==> config.mk <==
export PLATFORM = sky130hd
export DESIGN_NAME = multiplier
export DESIGN_NICKNAME = d
export VERILOG_FILES = /design/src/rtl/mult_pkg.sv /design/src/rtl/multiplier_umul15.sv /design/src/rtl/multiplier.sv
export SDC_FILE = /design/constraint.sdc
export NUM_CORES = 1
export LEC_CHECK = 0
export ABC_AREA = 1
export CAP_MARGIN = 10
export CELL_PAD_IN_SITES_DETAIL_PLACEMENT = 0
export CELL_PAD_IN_SITES_GLOBAL_PLACEMENT = 2
export CORE_MARGIN = 8
export CORE_UTILIZATION = 25
export DETAILED_ROUTE_END_ITERATION = 6
export PLACE_DENSITY = 0.62
export SETUP_SLACK_MARGIN = 0.02
export SYNTH_ARGS = -nofsm -noshare
export SYNTH_HDL_FRONTEND = slang
export SYNTH_SLANG_ARGS = --single-unit
==> constraint.sdc <==
create_clock -name clk -period 16.82 [get_ports clk]
set_input_delay 1.682 -clock clk [delete_from_list [all_inputs] [get_ports clk]]
set_output_delay 1.682 -clock clk [all_outputs]
set_load 0.02 [all_outputs]
==> src/rtl/mult_pkg.sv <==
// Shared widths and the sign-magnitude word type for the multiplier datapath.
package mult_pkg;

  localparam int W      = 16;
  localparam int MAG_W  = W - 1;
  localparam int PROD_W = 2 * MAG_W;
  localparam logic [MAG_W-1:0] MAG_MAX = 15'h7FFF;

  typedef struct packed {
    logic             sign;
    logic [MAG_W-1:0] mag;
  } sm_word_t;

endpackage

==> src/rtl/multiplier_umul15.sv <==
// Combinational unsigned 15x15 -> 30-bit multiplier.
// Uses a shift-add partial-product array and a balanced adder tree.
module umul15
  import mult_pkg::*;
(
  input  logic [MAG_W-1:0]  x,
  input  logic [MAG_W-1:0]  y,
  output logic [PROD_W-1:0] p
);

  // 15 real rows padded to 16 so the tree stays a clean 16-8-4-2-1 reduction
  logic [PROD_W-1:0] pp [16];
  logic [PROD_W-1:0] l1 [8];
  logic [PROD_W-1:0] l2 [4];
  logic [PROD_W-1:0] l3 [2];

  always_comb begin
    for (int i = 0; i < 16; i++) begin
      pp[i] = '0;
    end
    for (int i = 0; i < MAG_W; i++) begin
      pp[i] = y[i] ? ({{(PROD_W-MAG_W){1'b0}}, x} << i) : '0;
    end
    for (int i = 0; i < 8; i++) begin
      l1[i] = pp[2*i] + pp[2*i+1];
    end
    for (int i = 0; i < 4; i++) begin
      l2[i] = l1[2*i] + l1[2*i+1];
    end
    for (int i = 0; i < 2; i++) begin
      l3[i] = l2[2*i] + l2[2*i+1];
    end
    p = l3[0] + l3[1];
  end

endmodule

==> src/rtl/multiplier.sv <==
// Two-stage pipelined 16-bit sign-magnitude multiplier with saturation.
// Stage 1 registers operands; stage 2 registers the saturated, zero-normalized product.
module multiplier
  import mult_pkg::*;
(
  input  logic         clk,
  input  logic         rst,
  input  logic [W-1:0] a,
  input  logic [W-1:0] b,
  output logic [W-1:0] c,
  output logic         ovf
);

  sm_word_t          a_q;
  sm_word_t          b_q;
  logic [PROD_W-1:0] prod;
  logic              sat;
  sm_word_t          res;

  always_ff @(posedge clk) begin
    if (rst) begin
      a_q <= '0;
      b_q <= '0;
    end else begin
      a_q <= a;
      b_q <= b;
    end
  end

  umul15 u_umul15 (
    .x (a_q.mag),
    .y (b_q.mag),
    .p (prod)
  );

  // sign is dropped for a zero magnitude so 8000h never leaves the block
  always_comb begin
    sat      = |prod[PROD_W-1:MAG_W];
    res.mag  = sat ? MAG_MAX : prod[MAG_W-1:0];
    res.sign = (a_q.sign ^ b_q.sign) & (|res.mag);
  end

  always_ff @(posedge clk) begin
    if (rst) begin
      c   <= '0;
      ovf <= 1'b0;
    end else begin
      c   <= res;
      ovf <= sat;
    end
  end

endmodule

# [Word-level counts from Yosys, hierarchy flattened]
# Index checks and enable logic that the tools add are counted.
[word_totals] regBits=49
[op_classes] n_reduce_logical=2 muxes=16 n_bitwise=2 addsub=14
[op_table] operator="adder 30 bit" n=10
[op_table] operator="adder 29 x 29 -> 30 bit" n=1
[op_table] operator="adder 30 x 27 -> 30 bit" n=1
[op_table] operator="2-to-1 mux 15 bit" n=2
[op_table] operator="OR reduction 15 bit" n=2
[op_table] operator="adder 27 x 28 -> 29 bit" n=1
[op_table] operator="2-to-1 mux 29 bit" n=1
[op_table] operator="2-to-1 mux 28 bit" n=1
[op_table] operator="adder 25 x 26 -> 27 bit" n=1
[op_table] operator="2-to-1 mux 27 bit" n=1
[op_table] operator="2-to-1 mux 26 bit" n=1
[op_table] operator="2-to-1 mux 25 bit" n=1
[op_table] operator="2-to-1 mux 24 bit" n=1
[op_table] operator="2-to-1 mux 23 bit" n=1
[op_table] operator="2-to-1 mux 22 bit" n=1
[op_table] operator="2-to-1 mux 21 bit" n=1
[op_table] operator="2-to-1 mux 20 bit" n=1
[op_table] operator="2-to-1 mux 19 bit" n=1
[op_table] operator="2-to-1 mux 18 bit" n=1
[op_table] operator="2-to-1 mux 17 bit" n=1
[op_table] operator="2-to-1 mux 16 bit" n=1
[op_table] operator="bitwise AND 1 bit" n=1
[op_table] operator="XOR 1 bit" n=1

# [Longest topological paths before layout]
# Gate-level depths: netlist of run 1.
[depth] ltp_word=9 mapped_depth=33

# [Cells and area by module]
# A second synthesis of run 1 with hierarchy kept.
[hier_totals] cells_unflattened=1834 area_unflattened_um2=11594.9
[by_module_without_submodules] module="umul15" seq_area_each_um2=0.0 area_per_inst_um2=10050.9 cells_per_inst=1647 n_inst=1
[by_module_without_submodules] module="multiplier" seq_area_each_um2=980.9 area_per_inst_um2=1544.0 cells_per_inst=187 n_inst=1

# [Worst setup path after synthesis of run 1]
# No wires, ideal clock.
[synth_timing] path_kind="flip-flop to flip-flop" start="reg a_q[12] (netlist name)" end="reg c[10]" arrival_ns=5.241 path_slack_ns=11.450 setup_time_ns=0.129 required_time_ns=16.691 path_stages_with_launch=27 cell_sequence="dfxtp_1 -> clkbuf_1 -> nand2_1 -> inv_1 -> fa_1 -> fa_1 -> inv_1 -> fa_1 -> fa_1 -> fa_1 -> fa_1 -> inv_1 -> ha_1 -> nand2_1 -> inv_1 -> a21oi_2 -> nor2_1 -> nor2_1 -> nand2_1 -> nand2_1 -> nand2_1 -> nor2_1 -> nand2_1 -> nor2_2 -> nand2_4 -> nand2_2 -> o21ai_0"
[synth_between] elab_chain_cells=7
[synth_rtl] element="start, declared" line="multiplier.sv:14" source="sm_word_t a_q;"
[synth_rtl] element="start signal, assigned" line="multiplier.sv:22" source="a_q <= '0;"
[synth_rtl] element="start signal, assigned" line="multiplier.sv:25" source="a_q <= a;"
[synth_rtl] element="2-to-1 mux 15 bit (tied with other cells)" line="multiplier_umul15.sv:22" source="pp[i] = y[i] ? ({{(PROD_W-MAG_W){1'b0}}, x} << i) : '0;"
[synth_rtl] element="adder 30 bit (tied with other cells)" line="multiplier_umul15.sv:25" source="l1[i] = pp[2*i] + pp[2*i+1];"
[synth_rtl] element="adder 30 bit (tied with other cells)" line="multiplier_umul15.sv:28" source="l2[i] = l1[2*i] + l1[2*i+1];"
[synth_rtl] element="adder 30 bit" line="multiplier_umul15.sv:31" source="l3[i] = l2[2*i] + l2[2*i+1];"
[synth_rtl] element="adder 30 bit *" line="multiplier_umul15.sv:33" source="p = l3[0] + l3[1];"
[synth_rtl] element="OR reduction 15 bit *" line="multiplier.sv:38" source="sat = |prod[PROD_W-1:MAG_W];"
[synth_rtl] element="2-to-1 mux 15 bit *" line="multiplier.sv:39" source="res.mag = sat ? MAG_MAX : prod[MAG_W-1:0];"
[synth_rtl] element="end signal, assigned" line="multiplier.sv:48" source="c <= res;"
[synth_rtl] element="end, declared" line="multiplier.sv:10" source="output logic [W-1:0] c,"
# Every way passes the cells marked *; elsewhere a longest branch is shown, timed or not.
# A chain may end at the register's enable or synchronous reset.

# [Worst setup path after layout of run 1]
[layout_timing] start="reg a_q[7] (netlist name)" end="reg c[10]"
[layout_between] elab_chain_cells=7
[layout_rtl] element="2-to-1 mux 15 bit (tied with other cells)" line="multiplier_umul15.sv:22"
[layout_rtl] element="adder 30 bit (tied with other cells)" line="multiplier_umul15.sv:25"
[layout_rtl] element="adder 30 bit (tied with other cells)" line="multiplier_umul15.sv:28"
[layout_rtl] element="adder 30 bit" line="multiplier_umul15.sv:31"
[layout_rtl] element="adder 30 bit *" line="multiplier_umul15.sv:33"
[layout_rtl] element="OR reduction 15 bit" line="multiplier.sv:38"
[layout_rtl] element="2-to-1 mux 15 bit *" line="multiplier.sv:39"
# Marked as above.

==> results.txt, run 1 <==
DP Worst Slack: 10.39 ns
Total congestion overflow: 0
Maximum clock frequency: 157.3 MHz
Routed len/inst: 14.34 um
Overall Global Routing Usage: 12.50%
Crit path DAT: 6.56 ns
Reg-to-reg slack, setup: 10.46 ns
Die W: 211.0 um
RSZ-0062 raised after global routing: false
Hold_buf cts: 0
Worst rel slew slack: 34.63%
Worst setup SP type: flip-flop
Slew @ Worst Pin: 0.9791 ns
Die ar.: 44510 um2
Largest net degree at the start of global routing: 37
Post-CTS sizing: 0
Leading cell type in the layout, fill and taps excluded: inv_1
Reg area: 980.9 um2
Area post-placement: 10530 um2
Avg Synthesized Cell Area: 7.194 um2
# rows: 71
Clk_skew: 0.01398 ns
Status: completed
Overall power: 604.7 uW
Crit Path Class: flip-flop to flip-flop
Latest clock arrival within the worst-skew pair: 0.34 ns
#FFs+latches synth: 49
Area occupied by multi-input gates: 6739 um2
Final hold vios: 0
Most frequent cells in the layout: 439 x inv_1, 388 x nand2_1, 171 x fa_1
Die Y: 211.0 um
Layout cells sized above 1: 1.485%
CTS tree: yes
Drt total wl: 26.64 mm
Iteration-0 DRC Markers: 308
P_leak: 6.558 nW
Post-route setup slack: 10.46 ns
Crit Path Max Fanout: 15
Finished layout cell area: 10680 um2
Worst Path Required: 17.02 ns
Num Clock Sinks: 49
Final Cycle Share: 37.80%
Cells after Synth: 1321
Finish-stage setup viols: 0
Cell area after synthesis: 9503 um2
First-pass GRT wire length: 43.28 mm
Initial DRT Pass Iterations: 4
Setup TNS Final: 0 ns
Antenna diodes: 0
Cts bufs inserted: 5
Worst VDD drop: 0.04299 mV
Worst r2r path cells: 22
Post-route DRC: 0
Total of max-cap violations: 0
Vias in the first global route: 7921
Nets@finish: 1640
CTS clk-pin slew, worst paths: 0.09 ns
Total number of yosys warnings: 0
Placer's final routability congestion estimate: 0.7577
Worst hold-check path type: flip-flop to flip-flop
Fin crit period: 6.358 ns
WHS: 0.5112 ns
Root Driver: clkbuf_16
I/O pin count: 51
Syn-to-layout area delta: 12.42%
CORE AREA: 37580 um2
DR vias: 7403
Maximum clock path buffer count: 2
Fill count: 4174
Slew Limit Fails: 0
Dpl hpwl: 22.17 mm
Setup Fix Bufs, Post-CTS: 0
Hold Crit Depth: 2
H-tree depth: 2
Post-synthesis sequential area ratio: 10.32%
Yosys cell types: 25
PwrDens: 56.61 nW/um2
Initial antenna violation count: 0
Initial Util: 25.29%
IO Port Bufs: 50
Routed Antenna Nets: 0
Mapped Nets: 1615
Worst Setup End Kind: flip-flop
Vias per inst: 3.984
[cells by family after synthesis]
logic type	count (synthesis)	share of synthesized area (%)
adder cells (fa/ha/maj)	260	47.74
buffers and inverters	475	18.76
AND/OR/NAND/NOR	502	20.75
AO/OA/AOI/OAI	23	1.317
flip-flops	49	10.32
XOR/XNOR	12	1.106
[synth_stat cells]
cell type / instances / area (um2)
nand2_4: 1 / 11.26
o21ai_1: 8 / 40.04
a21oi_2: 2 / 17.52
clkbuf_1: 35 / 131.4
xnor2_1: 5 / 43.79
nor2_2: 1 / 6.260
nand3b_1: 3 / 22.52
nor4_1: 1 / 6.260
nor2_1: 71 / 266.5
o21bai_1: 1 / 7.510
inv_1: 439 / 1648
fa_1: 171 / 3423
nand3_1: 22 / 110.1
nor2_4: 1 / 11.26
nand4_1: 6 / 37.54
or2_1: 1 / 6.260
a21oi_1: 8 / 40.04
dfxtp_1: 49 / 980.9
xor2_1: 7 / 61.31
ha_1: 89 / 1114
nand2_2: 2 / 12.51
o21ai_0: 4 / 20.02
nand2_1: 388 / 1456
nor3_1: 5 / 25.02
inv_2: 1 / 3.750
[path summary, 6_finish.rpt]
check	from	end
setup / recovery	a_q[7]	c[10]
setup reg to reg	a_q[7]	c[10]
hold reg to reg	a_q[15]	c[15]
hold / removal	a_q[15]	c[15]
[registers in the layout (all words and copies together) (netlist names)]
name  flops
b_q      16
a_q      16
c        16
ovf       1
[metrics by stage]
stage | instances | utilization, %
after floorplan | 1321 | -
after global placement | 1850 | 28.02
after detailed placement | 1850 | 28.02
after CTS | 1858 | 28.43
after global routing | 1858 | 28.43
final | 1858 | 28.43
[final cells by class]
cell class,instances,share of cell area [%]
multi-input combinational,797,63.08
inverter,440,15.46
sequential,49,9.183
tap,511,5.985
timing repair buffer,53,4.849
clock buffer,5,1.171
clock inverter,3,0.2694
[critical path: stages, from the launching register on]
cell      delay [ns]
dfxtp_1         0.97
nand2_1         0.17
fa_1            0.58
fa_1            0.45
fa_1            0.57
fa_1            0.43
fa_1            0.49
fa_1            0.50
inv_1           0.04
ha_1            0.37
nand2_1         0.13
nor2_1          0.23
nand3_1         0.11
nand3b_1        0.16
nand2_1         0.14
nand3_1         0.10
nand2_1         0.06
nor2_1          0.13
nand2_1         0.10
nor2_4          0.15
nand2_4         0.12
nand2_2         0.12
o21ai_0         0.09
[power by group]
part / total (mW) / internal [mW] / switching (mW) / leakage [nW]
registers: 0.147 / 0.124 / 0.0226 / 0.410
logic: 0.334 / 0.131 / 0.203 / 6.07
clock network: 0.125 / 0.0577 / 0.0668 / 0.0763
total: 0.605 / 0.313 / 0.292 / 6.56
[layer usage]
metal,global-route usage (%),up-vias,share of wire [%]
li1,-,3704,-
met1,16.02,3619,46
met2,22.29,68,51
met3,1.409,12,2.0
met4,2.823,0,1.1
met5,0,-,0
(Power assumes the default switching activity.)
==> run 2, diff against run 1 <==
clock period = 6.5 ns   (was 16.82 ns; I/O delays follow)
==> results.txt, run 2 (synthesized netlist as in run 1, its figures left out) <==
Overall Global Routing Usage: 12.63%
Worst hold-check path type: flip-flop to flip-flop
Dpl hpwl: 23.29 mm
Worst rel slew slack: 43.01%
RSZ-0062 raised after global routing: false
Crit Path Class: flip-flop to flip-flop
Die Y: 211.0 um
Antenna diodes: 0
Biggest regs: a_q: 16 flops, b_q: 16 flops, c: 16 flops
Final hold vios: 0
Maximum clock frequency: 164.5 MHz
Most frequent cells in the layout: 439 x inv_1, 388 x nand2_1, 171 x fa_1
Initial Util: 25.29%
H-tree depth: 2
I/O pin count: 51
Maximum clock path buffer count: 2
Worst VDD drop: 0.1029 mV
DP Worst Slack: 0.2845 ns
Worst Setup End Kind: flip-flop
Finished layout cell area: 10930 um2
P_leak: 6.724 nW
R2R Path End: c[10]
Total congestion overflow: 0
Vias in the first global route: 8098
Setup Fix Bufs, Post-CTS: 0
Post-placement cell count: 1882
Fin crit period: 6.079 ns
WHS: 0.5151 ns
# rows: 71
Largest net degree at the start of global routing: 37
Crit Path Max Fanout: 11
CORE AREA: 37580 um2
Status: completed
Post-route setup slack: 0.4212 ns
Die ar.: 44510 um2
Fin util: 29.08%
Finish-stage setup viols: 0
Worst Setup SP: b_q[3]
Routed len/inst: 14.06 um
Layout cells sized above 1: 4.133%
Initial DRT Pass Iterations: 5
Slew Limit Fails: 0
Nets@finish: 1672
Fin cells: 1890
PwrDens: 143.4 nW/um2
Crit path to: c[10]
Setup TNS Final: 0 ns
CTS clk-pin slew, worst paths: 0.08 ns
Clk_skew: 0.009666 ns
DR vias: 7403
Drt total wl: 26.57 mm
Initial antenna violation count: 0
Area post-placement: 10770 um2
Total of max-cap violations: 0
Num Clock Sinks: 49
Final Cycle Share: 93.52%
IO Port Bufs: 50
Worst setup SP type: flip-flop
Syn-to-layout area delta: 15.01%
Crit path DAT: 6.26 ns
Leading cell type in the layout, fill and taps excluded: inv_1
First-pass GRT wire length: 43.74 mm
Root Driver: clkbuf_16
Worst r2r path cells: 27
CTS tree: yes
Placer's final routability congestion estimate: 0.7561
Slew @ Worst Pin: 0.8548 ns
Overall power: 1.567 mW
Latest clock arrival within the worst-skew pair: 0.33 ns
Reg-to-reg slack, setup: 0.42 ns
Worst Path Required: 6.68 ns
Post-route DRC: 0
Iteration-0 DRC Markers: 269
Die W: 211.0 um
Vias per inst: 3.917
Reg-to-reg critical path startpoint: b_q[3]
Cts bufs inserted: 5
Routed Antenna Nets: 0
run 2: cell types whose count changed in the layout (fill, tap and decap cells not counted):
cell	previous run	this run
inv_6	1	2
clkinv_4	1	0
dfxtp_2	0	5
buf_4	3	35
dfxtp_1	49	44
run 2: critical path, stage by stage (launching register included):
cell     delay (ns)
dfxtp_1        0.65
buf_4          0.23
nand2_1        0.05
inv_1          0.07
fa_1           0.42
inv_1          0.08
fa_1           0.40
inv_1          0.08
fa_1           0.44
fa_1           0.42
inv_1          0.08
fa_1           0.45
fa_1           0.50
inv_1          0.04
ha_1           0.33
nand2_1        0.13
nor2_1         0.27
nand2_1        0.20
nor2_1         0.13
nand2_1        0.08
nand4_1        0.10
nand2_1        0.09
nor2_1         0.09
nand2_1        0.09
nor2_4         0.18
nand2_4        0.12
nand2_2        0.12
o21ai_0        0.09
run 2: cell type report:
cell class,count,area [um2]
clock buffers,5,125.1
clock inverters,3,28.78
fillers,4224,26650
inverters,440,1652
multi-input cells,797,6739
flip-flops and latches,49,987.2
well taps,511,639.4
repair buffers,85,758.2
run 2: power by group:
group | switching [mW] | total [mW] | internal [mW]
Sequential | 0.0348 | 0.356 | 0.322
Clock | 0.162 | 0.312 | 0.150
Combinational | 0.549 | 0.900 | 0.350
Total | 0.746 | 1.57 | 0.821
run 2: worst min path at each step:
stage,from,to,slack [ns],cells past startpoint
final,a_q[15],c[15],0.52,2
after global routing,b_q[15],c[15],0.57,2
after CTS,a_q[15],c[15],0.52,2
after detailed placement,a_q[15],c[15],0.50,2
after global placement,a_q[15],c[15],0.52,2
after floorplan,a_q[15],c[15],0.48,2
run 2: what timing repair did:
action / 4_1_cts / 5_1_grt
setup endpoints to repair: 0 / 15
hold buffers: 0 / 0
gates resized for setup: 0 / 5
run 2: routing by layer:
metal  global-route usage, %  vias up  routed length, um
li1                        -     3767                  -
met1                   15.90     3583              12120
met2                   23.05       44              13860
met3                   1.187        9                332
met4                   2.823        0                265
met5                       0        -                  0
